`src/rtl/testdrive_apb_reg_bank.sv`:
```
// APB4 completer register bank: ID, CTRL, W1C STATUS, loadable COUNTER and byte-writable SCRATCH.
// Optional protocol checker enabled by defining APB_REG_BANK_PROTOCOL_CHECK_EN.
module testdrive_apb_reg_bank #(
  parameter int          C_ADDR_BITS     = 10,
  parameter int          C_WAIT_CYCLES   = 0,
  parameter int          C_SCRATCH_COUNT = 4,
  parameter logic [31:0] C_ID            = 32'hA9B0_0001
) (
  input  logic                   CLK,
  input  logic                   nRST,
  input  logic                   PSEL,
  input  logic                   PENABLE,
  input  logic                   PWRITE,
  input  logic [C_ADDR_BITS-1:0] PADDR,
  input  logic [31:0]            PWDATA,
  input  logic [3:0]             PSTRB,
  output logic [31:0]            PRDATA,
  output logic                   PREADY,
  output logic                   PSLVERR,
  output logic                   IRQ
);

  localparam int         SCR_IW    = (C_SCRATCH_COUNT > 1) ? $clog2(C_SCRATCH_COUNT) : 1;
  localparam logic [3:0] WAIT_INIT = 4'(C_WAIT_CYCLES);

  typedef enum logic [1:0] {
    IDLE   = 2'd0,
    SETUP  = 2'd1,
    ACCESS = 2'd2
  } state_t;

  state_t              state_r;
  state_t              phase_s;
  state_t              state_nxt_s;
  logic [3:0]          wait_r;
  logic [3:0]          wait_nxt_s;
  logic [1:0]          ctrl_r;
  logic [2:0]          status_r;
  logic [31:0]         counter_r;
  logic [31:0]         scratch_r [C_SCRATCH_COUNT];

  logic                pready_s;
  logic [31:0]         word_s;
  logic                scr_hit_s;
  logic                legal_s;
  logic [SCR_IW-1:0]   scr_idx_s;
  logic [31:0]         rdata_s;
  logic                wr_s;
  logic                wr_ctrl_s;
  logic                wr_stat_s;
  logic                wr_cnt_s;
  logic                wr_scr_s;
  logic                ovf_s;
  logic                err_s;
  logic                viol_s;
  logic [2:0]          w1c_s;
  logic                unused_s;

  function automatic logic [31:0] strb_mask(input logic [3:0] strb);
    return {{8{strb[3]}}, {8{strb[2]}}, {8{strb[1]}}, {8{strb[0]}}};
  endfunction

  function automatic logic [31:0] byte_merge(input logic [31:0] old_v, input logic [31:0] new_v,
                                             input logic [3:0] strb);
    return (old_v & ~strb_mask(strb)) | (new_v & strb_mask(strb));
  endfunction

  // Bus phase of the current cycle: a setup cycle is seen directly on PSEL/PENABLE outside ACCESS,
  // so the registered FSM reaches ACCESS in the second cycle of a transfer.
  always_comb begin
    if (state_r == ACCESS) begin
      phase_s = ACCESS;
    end else if (PSEL && !PENABLE) begin
      phase_s = SETUP;
    end else begin
      phase_s = IDLE;
    end
  end

  // Next-state and wait-counter logic
  always_comb begin
    state_nxt_s = IDLE;
    wait_nxt_s  = wait_r;
    case (phase_s)
      SETUP: begin
        state_nxt_s = ACCESS;
        wait_nxt_s  = WAIT_INIT;
      end
      ACCESS: begin
        if (!PSEL) begin
          state_nxt_s = IDLE;
        end else if (wait_r != 4'd0) begin
          state_nxt_s = ACCESS;
          wait_nxt_s  = wait_r - 4'd1;
        end else begin
          state_nxt_s = IDLE;
        end
      end
      default: state_nxt_s = IDLE;
    endcase
  end

  // FSM state and wait counter registers
  always_ff @(posedge CLK or negedge nRST) begin
    if (!nRST) begin
      state_r <= IDLE;
      wait_r  <= 4'd0;
    end else begin
      state_r <= state_nxt_s;
      wait_r  <= wait_nxt_s;
    end
  end

  // A dropped PSEL aborts the access, so it also masks PREADY
  assign pready_s  = (state_r == ACCESS) && (wait_r == 4'd0) && PSEL;
  assign word_s    = 32'(PADDR[C_ADDR_BITS-1:2]);
  assign scr_hit_s = (word_s >= 32'd4) && ((word_s - 32'd4) < 32'(C_SCRATCH_COUNT));
  assign legal_s   = (word_s < 32'd4) || scr_hit_s;
  assign scr_idx_s = SCR_IW'(word_s - 32'd4);
  assign unused_s  = ^PADDR[1:0];

  // Read-data decode
  always_comb begin
    rdata_s = 32'd0;
    case (word_s)
      32'd0: rdata_s = C_ID;
      32'd1: rdata_s = {30'd0, ctrl_r};
      32'd2: rdata_s = {29'd0, status_r};
      32'd3: rdata_s = counter_r;
      default: begin
        if (scr_hit_s) begin
          rdata_s = scratch_r[scr_idx_s];
        end else begin
          rdata_s = 32'd0;
        end
      end
    endcase
  end

  assign PREADY  = pready_s;
  assign PSLVERR = pready_s && !legal_s;
  assign PRDATA  = (pready_s && legal_s) ? rdata_s : 32'd0;
  assign IRQ     = status_r[0] & ctrl_r[1];

  assign wr_s      = pready_s && PWRITE && legal_s;
  assign wr_ctrl_s = wr_s && (word_s == 32'd1) && PSTRB[0];
  assign wr_stat_s = wr_s && (word_s == 32'd2);
  assign wr_cnt_s  = wr_s && (word_s == 32'd3);
  assign wr_scr_s  = wr_s && scr_hit_s;
  assign err_s     = pready_s && !legal_s;
  assign ovf_s     = ctrl_r[0] && (counter_r == 32'hFFFF_FFFF) && !wr_cnt_s;
  assign w1c_s     = wr_stat_s ? (PWDATA[2:0] & {3{PSTRB[0]}}) : 3'd0;

`ifdef APB_REG_BANK_PROTOCOL_CHECK_EN
  logic [C_ADDR_BITS-1:0] addr_q_r;
  logic                   write_q_r;
  logic [31:0]            wdata_q_r;
  logic [3:0]             strb_q_r;

  // Capture transfer attributes in the setup cycle for the stability check
  always_ff @(posedge CLK or negedge nRST) begin
    if (!nRST) begin
      addr_q_r  <= '0;
      write_q_r <= 1'b0;
      wdata_q_r <= 32'd0;
      strb_q_r  <= 4'd0;
    end else if (phase_s == SETUP) begin
      addr_q_r  <= PADDR;
      write_q_r <= PWRITE;
      wdata_q_r <= PWDATA;
      strb_q_r  <= PSTRB;
    end else begin
      addr_q_r  <= addr_q_r;
      write_q_r <= write_q_r;
      wdata_q_r <= wdata_q_r;
      strb_q_r  <= strb_q_r;
    end
  end

  // Protocol violation detection
  always_comb begin
    viol_s = 1'b0;
    if ((state_r == IDLE) && PSEL && PENABLE) begin
      viol_s = 1'b1;
    end else if ((state_r == ACCESS) && PSEL && !PENABLE) begin
      viol_s = 1'b1;
    end else if ((state_r == ACCESS) && PSEL &&
                 ((PADDR != addr_q_r) || (PWRITE != write_q_r) ||
                  (PWDATA != wdata_q_r) || (PSTRB != strb_q_r))) begin
      viol_s = 1'b1;
    end else begin
      viol_s = 1'b0;
    end
  end

  // Report each violation cycle with its timestamp
  always_ff @(posedge CLK) begin
    if (nRST && viol_s) begin
      $error("apb_reg_bank protocol violation at %0t", $time);
    end
  end
`else
  assign viol_s = 1'b0;
`endif

  // CTRL register: only the low byte lane matters
  always_ff @(posedge CLK or negedge nRST) begin
    if (!nRST) begin
      ctrl_r <= 2'd0;
    end else if (wr_ctrl_s) begin
      ctrl_r <= PWDATA[1:0];
    end
  end

  // STATUS: sticky flags, a new set beats a simultaneous W1C
  always_ff @(posedge CLK or negedge nRST) begin
    if (!nRST) begin
      status_r <= 3'd0;
    end else begin
      status_r <= (status_r & ~w1c_s) | {viol_s, err_s, ovf_s};
    end
  end

  // COUNTER: a bus write beats the increment
  always_ff @(posedge CLK or negedge nRST) begin
    if (!nRST) begin
      counter_r <= 32'd0;
    end else if (wr_cnt_s) begin
      counter_r <= byte_merge(counter_r, PWDATA, PSTRB);
    end else if (ctrl_r[0]) begin
      counter_r <= counter_r + 32'd1;
    end
  end

  // SCRATCH registers with per-byte strobes
  always_ff @(posedge CLK or negedge nRST) begin
    if (!nRST) begin
      for (int i = 0; i < C_SCRATCH_COUNT; i++) begin
        scratch_r[i] <= 32'd0;
      end
    end else if (wr_scr_s) begin
      scratch_r[scr_idx_s] <= byte_merge(scratch_r[scr_idx_s], PWDATA, PSTRB);
    end
  end

endmodule
```
`config.mk`:
```
export PLATFORM = sky130hd
export DESIGN_NAME = testdrive_apb_reg_bank
export DESIGN_NICKNAME = d
export VERILOG_FILES = /design/src/rtl/testdrive_apb_reg_bank.sv
export SDC_FILE = /design/constraint.sdc
export NUM_CORES = 1
export LEC_CHECK = 0
export ABC_AREA = 1
export ABC_CLOCK_PERIOD_IN_PS = 3550
export BUFFER_PORTS_ARGS = -buffer_cell sky130_fd_sc_hd__buf_2
export CAP_MARGIN = 15
export CORE_ASPECT_RATIO = 1.4
export CORE_MARGIN = 2
export CORE_UTILIZATION = 40
export DETAILED_ROUTE_END_ITERATION = 16
export HOLD_SLACK_MARGIN = 0.15
export SYNTH_ARGS = -nofsm -noshare
export SYNTH_HDL_FRONTEND = slang
export SYNTH_SLANG_ARGS = --single-unit
```
`constraint.sdc`:
```
create_clock -name CLK -period 3.55 [get_ports CLK]
set_input_delay 0.355 -clock CLK [delete_from_list [all_inputs] [get_ports CLK]]
set_output_delay 0.355 -clock CLK [all_outputs]
set_load 0.005 [all_outputs]
```
# After elaboration in Yosys (flattened, before gate mapping)
# Cells that the tools add are included.
# op_classes
n_addsub,3
multipliers,0
div,0
magnitude_cmp,5
n_eq_ne,9
shifts,0
mux,20
n_bitwise,12
n_reduce_logical,26
# ops
cell,count
$mux W32,7
$bwmux W128,1
$pmux W32 S4,1
$and A32 B32 Y32,3
$bmux W32 S2,1
$demux W32 S2,1
$or A32 B32 Y32,2
$add A32 B1 Y32 const B,1
$eq A32 B32 Y1 const B,1
$logic_not A32 Y1,1
$lt A32 B3 Y1 const B,1
$not A32 Y32,1
$eq A8 B2 Y1 const B,2
$logic_and A1 B1 Y1,16
$sub A8 B3 Y9 const B,1
$eq A8 B1 Y1 const B,1
$ge A8 B3 Y1 const B,1
$lt A8 B3 Y1 const B,1
$mux W4,2
$pmux W4 S2,1
$and A3 B3 Y3,2
$mux W2,3
$eq A2 B2 Y1 const B,2
$logic_not A4 Y1,1
other kinds (17),21
# word_totals
ff_bits,171
latchBits,0
ramBits,0
rom_bits,0
input_bits,51
word_cells,84
n_memories,0

# Logic depth before layout (Yosys ltp)
# Gate-level depths: netlist of run 1.
# logic_depth
depth_word,10
mapped_depth,12
mapped_depth_nobuf,12

# Least setup slack after synthesis of run 1
# Ideal clock, no wire load.
# synth_path
path_kind,flip-flop to output port
start,register wait_r[0]
end,output PRDATA[2]
arrival_ns,1.509
required_time_ns,3.195
setup_slack_ns,1.686
stages_incl_launch_ff,8
cell_sequence,dfrtp_1 > inv_1 > ha_1 > nand4_1 > a21oi_1 > inv_1 > clkbuf_1 > nor3_1
# synth_between
elab_chain_len,5
# synth_rtl
element,line_no,source
from (decl),35,logic [3:0] wait_r;
from (signal assigned),110,wait_r <= wait_nxt_s;
$logic_not A4 Y1,115,assign pready_s = (state_r == ACCESS) && (wait_r == 4'd0) && PSEL;
$logic_and A1 B1 Y1 (2 in series),115,
$logic_and A1 B1 Y1,142,assign PRDATA = (pready_s && legal_s) ? rdata_s : 32'd0;
$mux W32,142,
to (decl),17,"output logic [31:0] PRDATA,"
# No other way between the ends.

# Final worst setup path of run 1
# layout_path
start,register wait_r[0]
end,output PRDATA[25]
# Same word-level chain as after synthesis.

==> impl_metrics.env, run 1 <==
export IMPL_status="finished, final reports clean"
export IMPL_crit_required_ns=3.19
export IMPL_gp_congestion=1.00
export IMPL_r2r_slack_ns=0.89
export IMPL_layout_drive_gt1_share_pct=11.3
export IMPL_grt_ovfl_total=0
export IMPL_tightest_slew_ns=0.889
export IMPL_cts_root_buf="clkbuf_16"
export IMPL_cts_resized=0
export IMPL_antenna_found_initial=1
export IMPL_synth_edf_count=0
export IMPL_cts_setup_buffers=0
export IMPL_ioPinCount=86
export IMPL_arrival_ns=2.69
export IMPL_fin_skew_ns=0.00890
export IMPL_ff2ff_path_depth=9
export IMPL_synth_area_leaders="dfrtp_1 43%, nand2_1 23%, nand4_1 6.7%, o21ai_1 4.0%, nor2_1 3.7%"
export IMPL_clkTransAtPathRegs_ns=0.06
export IMPL_area_growth_pct=13.1
export IMPL_cts_tree="built"
export IMPL_netlist_instances=1380
export IMPL_grt_max_degree=79
export IMPL_synth_common_cells="614 x nand2_1, 170 x dfrtp_1, 106 x nand4_1"
export IMPL_syn_nets=1434
export IMPL_fillers=2478
export IMPL_track_usage_pct=24.9
export IMPL_grt_pass1_wl_um=49400
export IMPL_synth_most_common_cell="nand2_1"
export IMPL_period_share_pct=85.8
export IMPL_die_x_um=137
export IMPL_p_leak_nw=5.50
export IMPL_yosysTopAreaCell="dfrtp_1"
export IMPL_layout_nets=1486
export IMPL_num_antenna_cells=0
export IMPL_whs_path_depth=3
export IMPL_crit_path_end_kind="primary output"
export IMPL_peakVddDrop_mv=0.318
export IMPL_r2r_start="wait_r[0]$_DFFE_PN0P_"
export IMPL_max_slew_margin_rel_pct=40.6
export IMPL_cts_buffer_depth=2
export IMPL_viasPerCell=5.32
export IMPL_rsz0062_at_grt="false"
export IMPL_netlist_cell_type_count=41
export IMPL_synthArstFlopShare_pct=100
export IMPL_slew_viol_final=0
export IMPL_grt_pass1_vias=9089
export IMPL_clkLatencyLatePin_ns=0.44
export IMPL_hold_viol=0
export IMPL_numCtsBuffers=17
export IMPL_firstDrtPassIters=5
export IMPL_num_vias=9342
export IMPL_hold_end="wait_r[3]$_DFFE_PN0P_"
export IMPL_fmax_ghz=0.328
export IMPL_ys_flop_type="dfrtp_1"
export IMPL_synth_top_area_share_pct=43.2
export IMPL_setup_worst_path_start_class="flop"
export IMPL_io_buffer_count=83
export IMPL_rows=67
export IMPL_setup_violations=0
export IMPL_hpwl_um=21900
export IMPL_clock_sinks=170
export IMPL_drc=0
export IMPL_antenna_left=0
export IMPL_dieArea_um2=25900
export IMPL_cp_max_fo=17
export IMPL_fp_dieH_um=190
export IMPL_fin_util_pct=46.3
export IMPL_yosys_warnings=0
export IMPL_min_period_ns=3.05
export IMPL_syn_avg_cell_area_um2=7.13
export IMPL_drt_first_iter_violations=923
export IMPL_h_tree_depth=4
export IMPL_coreArea_um2=24100
export IMPL_start_util_pct=40.9
export IMPL_critical_path_class="reg -> out"
export IMPL_netlist_area_um2=9840
export IMPL_worstHoldPathType="in -> reg"
export IMPL_fin_tns_setup_ns=0
export IMPL_drv_cap=0
export IMPL_pwr_density_cell_nw_per_um2=388
export IMPL_hold_start="PENABLE"
export IMPL_yosysSeqAreaShare_pct=43.2
export IMPL_wl_um=30600
export IMPL_wl_per_cell_um=17.4
export IMPL_ys_ff_latch=170
export IMPL_holdBufCountCts=3
## logic make-up (layout without fill, tap and decap cells)
group           after synthesis  count (layout)  synth area share (%)
xor+xnor                     15              15                  1.33
compound gates              159             159                  8.76
simple gates                884             884                  38.7
flops                       170             170                  43.2
buf+inv                     149             214                  7.61
fa+ha+maj                     3               3                 0.381
## worst max path at each step
| stage | end | slack [ns] | cells past startpoint | from |
|---|---|---|---|---|
| after global routing | PRDATA[31] | 0.34 | 8 | wait_r[0]$_DFFE_PN0P_ |
| after floorplan | PRDATA[2] | 1.69 | 7 | wait_r[0]$_DFFE_PN0P_ |
| after detailed placement | scratch_r[72]$_DFFE_PN0P_ | 0.77 | 11 | PADDR[5] |
| after global placement | scratch_r[85]$_DFFE_PN0P_ | 0.80 | 11 | PADDR[5] |
| final | PRDATA[25] | 0.50 | 8 | wait_r[0]$_DFFE_PN0P_ |
| after CTS | PRDATA[25] | 0.49 | 8 | wait_r[0]$_DFFE_PN0P_ |
## report_power, final
group / internal (mW) / total (mW) / switching [mW]
Clock: 1.21 / 2.01 / 0.792
Combinational: 0.0916 / 0.335 / 0.243
Sequential: 1.96 / 1.98 / 0.0203
## routing by layer
metal	GRT usage [%]	share of wire [%]	wire length, um	vias to the layer above
met1	32.6	43	13100	4359
met4	10.7	3.1	947	0
met3	4.05	5.9	1800	54
met2	40.5	48	14700	314
li1	-	-	-	4615
met5	0	0	0	-
## worst max-delay path: stages (launching register included)
cell	delay, ns
dfrtp_1	0.36
inv_1	0.12
ha_1	0.18
nand4_1	0.30
a21oi_1	0.32
inv_1	0.35
buf_4	0.32
nor2_1	0.16
buf_2	0.14
## cells in the final DEF (no fill, tap or decap), drive strengths merged, types with 2 or more instances in the layout
cell type / synthesis / layout
nand2: 618 / 618
dfrtp: 170 / 170
o21ai: 112 / 112
nand4: 107 / 107
buf: 48 / 105
nor2: 104 / 104
inv: 72 / 73
nand3: 44 / 44
a21oi: 21 / 21
a22oi: 21 / 21
clkbuf: 27 / 21
xor2: 13 / 13
nor3: 6 / 6
clkinv: 2 / 6
bufinv: 0 / 4
ha: 3 / 3
dlygate4sd3: 0 / 3
nand3b: 2 / 2
xnor2: 2 / 2
clkinvlp: 0 / 2
and2: 2 / 2
## metrics by stage
| stage | setup WS, ns | hold WS [ns] | total power, mW | instance area (um2) | std cells |
|---|---|---|---|---|---|
| CTS | 0.492 | 0.163 | 4.36 | 11100 | 1755 |
| finish | 0.504 | 0.178 | 4.32 | 11100 | 1755 |
| detailed placement | 0.769 | 0.446 | 2.35 | 10500 | 1720 |
| floorplan | 1.69 | 0.0594 | 2.19 | 9840 | 1380 |
| global placement | 0.797 | 0.445 | 2.35 | 10500 | 1720 |
| global route | 0.344 | 0.182 | 4.49 | 11100 | 1755 |
## area by class of cell
class / count / area [um2] / area share [%]
flip-flops and latches: 170 / 4250 / 38.2
clock inverters: 11 / 168 / 1.51
repair buffers: 108 / 717 / 6.44
well taps: 310 / 388 / 3.48
clock buffers: 21 / 460 / 4.14
inverters: 74 / 280 / 2.52
multi-input cells: 1061 / 4860 / 43.7
(Power assumes the default switching activity.)
==> run 2, diff against run 1 <==
--- a/config.mk
+++ b/config.mk
@@ -9,11 +9,15 @@
 export ABC_CLOCK_PERIOD_IN_PS = 3550
 export BUFFER_PORTS_ARGS = -buffer_cell sky130_fd_sc_hd__buf_2
 export CAP_MARGIN = 15
+export CELL_PAD_IN_SITES_DETAIL_PLACEMENT = 1
+export CELL_PAD_IN_SITES_GLOBAL_PLACEMENT = 1
 export CORE_ASPECT_RATIO = 1.4
 export CORE_MARGIN = 2
 export CORE_UTILIZATION = 40
+export CTS_BUF_LIST = sky130_fd_sc_hd__clkbuf_4 sky130_fd_sc_hd__clkbuf_8
 export DETAILED_ROUTE_END_ITERATION = 16
 export HOLD_SLACK_MARGIN = 0.15
+export PLACE_DENSITY_LB_ADDON = 0.1
 export SYNTH_ARGS = -nofsm -noshare
 export SYNTH_HDL_FRONTEND = slang
 export SYNTH_SLANG_ARGS = --single-unit
==> run 2 against run 1 <==
Sequential power barely moved. Global-route usage is 2.8 points higher. Largest power group is now registers. Die area did not move. Critical path depth fell by 1. Power down 14%. Via count increased by 2.7%.
==> impl_metrics.env, run 2 (synthesis results as in run 1) <==
export IMPL_area_growth_pct=10.2
export IMPL_status="finished, final reports clean"
export IMPL_peakVddDrop_mv=0.225
export IMPL_p_leak_nw=5.36
export IMPL_clkLatencyLatePin_ns=0.49
export IMPL_track_usage_pct=27.7
export IMPL_mostFrequentLayoutCells="614 x nand2_1, 170 x dfrtp_1, 106 x nand4_1"
export IMPL_period_share_pct=89.4
export IMPL_wl_um=33800
export IMPL_hpwl_um=24100
export IMPL_regArea_um2=4250
export IMPL_crit_required_ns=3.19
export IMPL_fillers=3174
export IMPL_critical_path_class="reg -> out"
export IMPL_num_vias=9593
export IMPL_pwr_density_cell_nw_per_um2=342
export IMPL_placed_cell_area_um2=10400
export IMPL_viasPerCell=5.46
export IMPL_cp_max_fo=16
export IMPL_ff2ff_path_depth=9
export IMPL_io_buffer_count=83
export IMPL_max_slew_margin_rel_pct=46.8
export IMPL_setup_worst_path_start_class="flop"
export IMPL_r2r_start="wait_r[0]$_DFFE_PN0P_"
export IMPL_tightest_slew_ns=0.797
export IMPL_clkTransAtPathRegs_ns=0.09
export IMPL_antenna_left=0
export IMPL_die_x_um=137
export IMPL_grt_max_degree=76
export IMPL_fin_skew_ns=0.0161
export IMPL_layout_nets=1487
export IMPL_drv_cap=0
export IMPL_path_buf_inv=3
export IMPL_path_delay_family="compound AO/OA/AOI/OAI gates"
export IMPL_cts_buffer_depth=2
export IMPL_crit_path_end_kind="primary output"
export IMPL_multi_input_area_um2=4860
export IMPL_gp_congestion=0.934
export IMPL_num_antenna_cells=0
export IMPL_ioPinCount=86
export IMPL_arrival_ns=2.82
export IMPL_numCtsBuffers=17
export IMPL_hold_start="PSEL"
export IMPL_firstDrtPassIters=5
export IMPL_slew_viol_final=0
export IMPL_path_cells="inv_1 -> ha_1 -> nand4_1 -> a21oi_1 -> inv_1 -> a21oi_1 -> buf_2"
export IMPL_final_common_cell="nand2_1"
export IMPL_layout_drive_gt1_share_pct=11.5
export IMPL_r2r_slack_ns=0.97
export IMPL_drc=0
export IMPL_rsz0062_at_grt="false"
export IMPL_fin_tns_setup_ns=0
export IMPL_critical_path_cell_count=7
export IMPL_fin_area_um2=10800
export IMPL_dieArea_um2=25900
export IMPL_clock_sinks=170
export IMPL_cts_tree="built"
export IMPL_hold_end="wait_r[3]$_DFFE_PN0P_"
export IMPL_setup_violations=0
export IMPL_critPathSlowestCell="a21oi_1"
export IMPL_wl_per_cell_um=19.2
export IMPL_min_period_ns=3.17
export IMPL_grt_pass1_vias=10100
export IMPL_antenna_found_initial=0
export IMPL_whs_path_depth=4
export IMPL_cts_root_buf="clkbuf_8"
export IMPL_fp_dieH_um=190
export IMPL_start_util_pct=40.9
export IMPL_worstHoldPathType="in -> reg"
export IMPL_drt_first_iter_violations=412
export IMPL_grt_pass1_wl_um=55200
export IMPL_hold_viol=0
export IMPL_h_tree_depth=4
export IMPL_fmax_ghz=0.315
export IMPL_critical_path_max_stage_delay_ns=0.43
export IMPL_grt_ovfl_total=0
export IMPL_rows=67
export IMPL_coreArea_um2=24100
## run 2: worst max path at each step
stage | start | to | slack [ns]
after CTS | wait_r[0]$_DFFE_PN0P_ | PRDATA[25] | 0.34
final | wait_r[0]$_DFFE_PN0P_ | PRDATA[30] | 0.38
after global placement | PADDR[5] | PRDATA[30] | 0.71
after floorplan | wait_r[0]$_DFFE_PN0P_ | PRDATA[2] | 1.69
after global routing | wait_r[0]$_DFFE_PN0P_ | PRDATA[30] | 0.15
after detailed placement | PADDR[5] | PRDATA[25] | 0.61
## run 2: cell type report
type / instances / area share [%]
timing repair buffer: 109 / 6.24
sequential: 170 / 39.2
clock inverter: 10 / 0.865
multi-input combinational: 1061 / 44.8
clock buffer: 22 / 2.68
inverter: 74 / 2.58
tap: 310 / 3.58
## run 2: routing by layer
metal | vias up | wire length [um] | GRT usage, %
met3 | 42 | 1010 | 3.49
met2 | 172 | 17400 | 49.0
li1 | 4596 | - | -
met4 | 0 | 600 | 7.33
met1 | 4783 | 14800 | 35.3
met5 | - | 0 | 0
## run 2: worst min-delay path: cells and delay by family
kind	cells	cell delay, ns
buffers and inverters	2	0.17
and+or+nand+nor	2	0.14
## run 2: where the power goes
group          total (mW)  switching, mW  internal [mW]
registers            1.98         0.0206           1.96
clock network        1.39          0.768          0.625
logic               0.341          0.251         0.0905
total                3.71           1.04           2.67
## run 2: timing repair
item,CTS,global route
endpoints found under the hold margin,76,0
buffers inserted,0,0
hold buffers,4,0
resized for setup,0,0
endpoints found under the setup margin,0,0
## run 2: through the flow
step	power [mW]	setup WS [ns]	utilization (%)	hold slack, ns	std cells
2_1_floorplan	2.19	1.69	-	0.0594	1380
3_3_place_gp	2.35	0.709	43.3	0.461	1720
3_5_place_dp	2.36	0.613	43.3	0.460	1720
4_1_cts	3.76	0.338	45.1	0.190	1756
5_1_grt	3.86	0.155	45.1	0.215	1756
6_report	3.71	0.376	45.1	0.225	1756
==> run 3, diff against run 2 <==
--- a/config.mk
+++ b/config.mk
@@ -11,7 +11,7 @@
 export CAP_MARGIN = 15
 export CELL_PAD_IN_SITES_DETAIL_PLACEMENT = 1
 export CELL_PAD_IN_SITES_GLOBAL_PLACEMENT = 1
-export CORE_ASPECT_RATIO = 1.4
+export CORE_ASPECT_RATIO = 1.2
 export CORE_MARGIN = 2
 export CORE_UTILIZATION = 40
 export CTS_BUF_LIST = sky130_fd_sc_hd__clkbuf_4 sky130_fd_sc_hd__clkbuf_8
==> run 3 against run 2 <==
Sequential share of layout area barely moved. Final area barely moved. Sequential cell count did not move. Critical path depth rose by 1. First-iteration DRC count rose by 23%. Wire length rose by 0.70%. Power fell by 0.72%. Count of clock-buffer cells in the layout fell by 1. Critical path type unchanged. Highest routed layer unchanged.
==> impl_metrics.env, run 3 (synthesis results as in run 1) <==
export IMPL_status="finished, final reports clean"
export IMPL_grt_max_degree=88
export IMPL_gp_congestion=0.923
export IMPL_dieArea_um2=25900
export IMPL_coreArea_um2=24000
export IMPL_rows=62
export IMPL_hpwl_um=24100
export IMPL_arrival_ns=2.58
export IMPL_start_util_pct=40.9
export IMPL_fin_tns_setup_ns=0
export IMPL_tightest_slew_ns=0.891
export IMPL_fmax_ghz=0.341
export IMPL_setup_slack_ns=0.616
export IMPL_cts_root_buf="clkbuf_8"
export IMPL_area_growth_pct=10.2
export IMPL_firstDrtPassIters=5
export IMPL_layout_drive_gt1_share_pct=11.3
export IMPL_num_vias=9553
export IMPL_drt_first_iter_violations=506
export IMPL_rsz0062_at_grt="false"
export IMPL_met2_usage_pct=48.3
export IMPL_regArea_um2=4250
export IMPL_slew_viol_final=0
export IMPL_antenna_left=0
export IMPL_h_tree_depth=4
export IMPL_fp_dieH_um=176
export IMPL_critical_path_class="reg -> out"
export IMPL_viasPerCell=5.42
export IMPL_crit_path_end_kind="primary output"
export IMPL_cts_tree="built"
export IMPL_numCtsBuffers=17
export IMPL_num_antenna_cells=0
export IMPL_die_x_um=147
export IMPL_track_usage_pct=27.4
export IMPL_clock_sinks=170
export IMPL_totalPowerFinal_mw=3.69
export IMPL_grt_pass1_vias=9951
export IMPL_worstHoldPathType="in -> reg"
export IMPL_use_met1_pct=36.0
export IMPL_io_buffer_count=83
export IMPL_clkLatencyLatePin_ns=0.49
export IMPL_mostFrequentLayoutCells="614 x nand2_1, 170 x dfrtp_1, 106 x nand4_1"
export IMPL_setup_violations=0
export IMPL_fin_skew_ns=0.0209
export IMPL_max_slew_margin_rel_pct=40.6
export IMPL_ioPinCount=86
export IMPL_grt_ovfl_total=0
export IMPL_period_share_pct=82.7
export IMPL_cts_setup_buffers=0
export IMPL_peakVddDrop_mv=0.210
export IMPL_placed_cell_area_um2=10400
export IMPL_whs_ns=0.231
export IMPL_cp_max_fo=24
export IMPL_pwr_density_cell_nw_per_um2=340
export IMPL_min_period_ns=2.93
export IMPL_setup_worst_path_start_class="flop"
export IMPL_clkTransAtPathRegs_ns=0.09
export IMPL_cts_buffer_depth=2
export IMPL_antenna_found_initial=0
export IMPL_grt_util_met3_pct=3.32
export IMPL_layout_nets=1485
export IMPL_wl_um=34000
export IMPL_crit_required_ns=3.19
export IMPL_p_leak_nw=5.35
export IMPL_top_usage_layer="met2"
export IMPL_drc=0
export IMPL_drv_cap=0
export IMPL_fillers=3110
export IMPL_grt_pass1_wl_um=55400
export IMPL_wl_per_cell_um=19.3
export IMPL_hold_viol=0
export IMPL_fin_area_um2=10800
export IMPL_pre_cts_slack_ns=0.639
export IMPL_final_common_cell="nand2_1"
export IMPL_multi_input_area_um2=4860
run 3: final cells by class:
| type | count | area share [%] |
|---|---|---|
| Timing Repair Buffer | 107 | 6.22 |
| Multi-Input combinational cell | 1061 | 44.9 |
| Clock buffer | 21 | 2.55 |
| Tap cell | 320 | 3.69 |
| Sequential cell | 170 | 39.2 |
| Inverter | 74 | 2.58 |
| Clock inverter | 10 | 0.865 |
run 3: power breakdown:
part / leakage [nW] / total [mW] / switching [mW] / internal, mW
clock: 0.185 / 1.36 / 0.761 / 0.603
combinational: 2.83 / 0.345 / 0.252 / 0.0925
sequential: 2.33 / 1.98 / 0.0199 / 1.96
run 3: worst max-delay path, cell delays in order, from the launching register on:
cell and delay, ns:
dfrtp_1 0.37, inv_1 0.13, ha_1 0.19, nand4_1 0.28, a21oi_1 0.32, inv_1 0.23
buf_4 0.29, nor2_1 0.15, buf_2 0.13
run 3: final timing paths:
check	slack (ns)	startpoint	to	cells past startpoint
min in group asynchronous	0.51	nRST	scratch_r[53]$_DFFE_PN0P_	2
worst min register to register	0.49	scratch_r[83]$_DFFE_PN0P_	scratch_r[83]$_DFFE_PN0P_	2
worst max-delay path	0.62	wait_r[0]$_DFFE_PN0P_	PRDATA[25]	8
worst min-delay path	0.23	PSEL	wait_r[3]$_DFFE_PN0P_	4
worst max register to register	0.79	wait_r[0]$_DFFE_PN0P_	flop	9
max in group asynchronous	2.24	nRST	scratch_r[123]$_DFFE_PN0P_	3
run 3: routing by layer:
layer,vias up,share of wire (%)
met5,-,0
met4,0,0.94
met3,26,3.6
met2,177,50
met1,4749,45
li1,4601,-
run 3: through the flow:
stage,std cells,util (%)
after global routing,1763,45.1
after floorplan,1380,-
after global placement,1728,43.4
after CTS,1763,45.1
final,1763,45.1
after detailed placement,1728,43.4
run 3: what timing repair did:
action,in CTS,in global routing
hold buffers,4,0
endpoints found under the hold margin,88,0
resized for setup,0,0
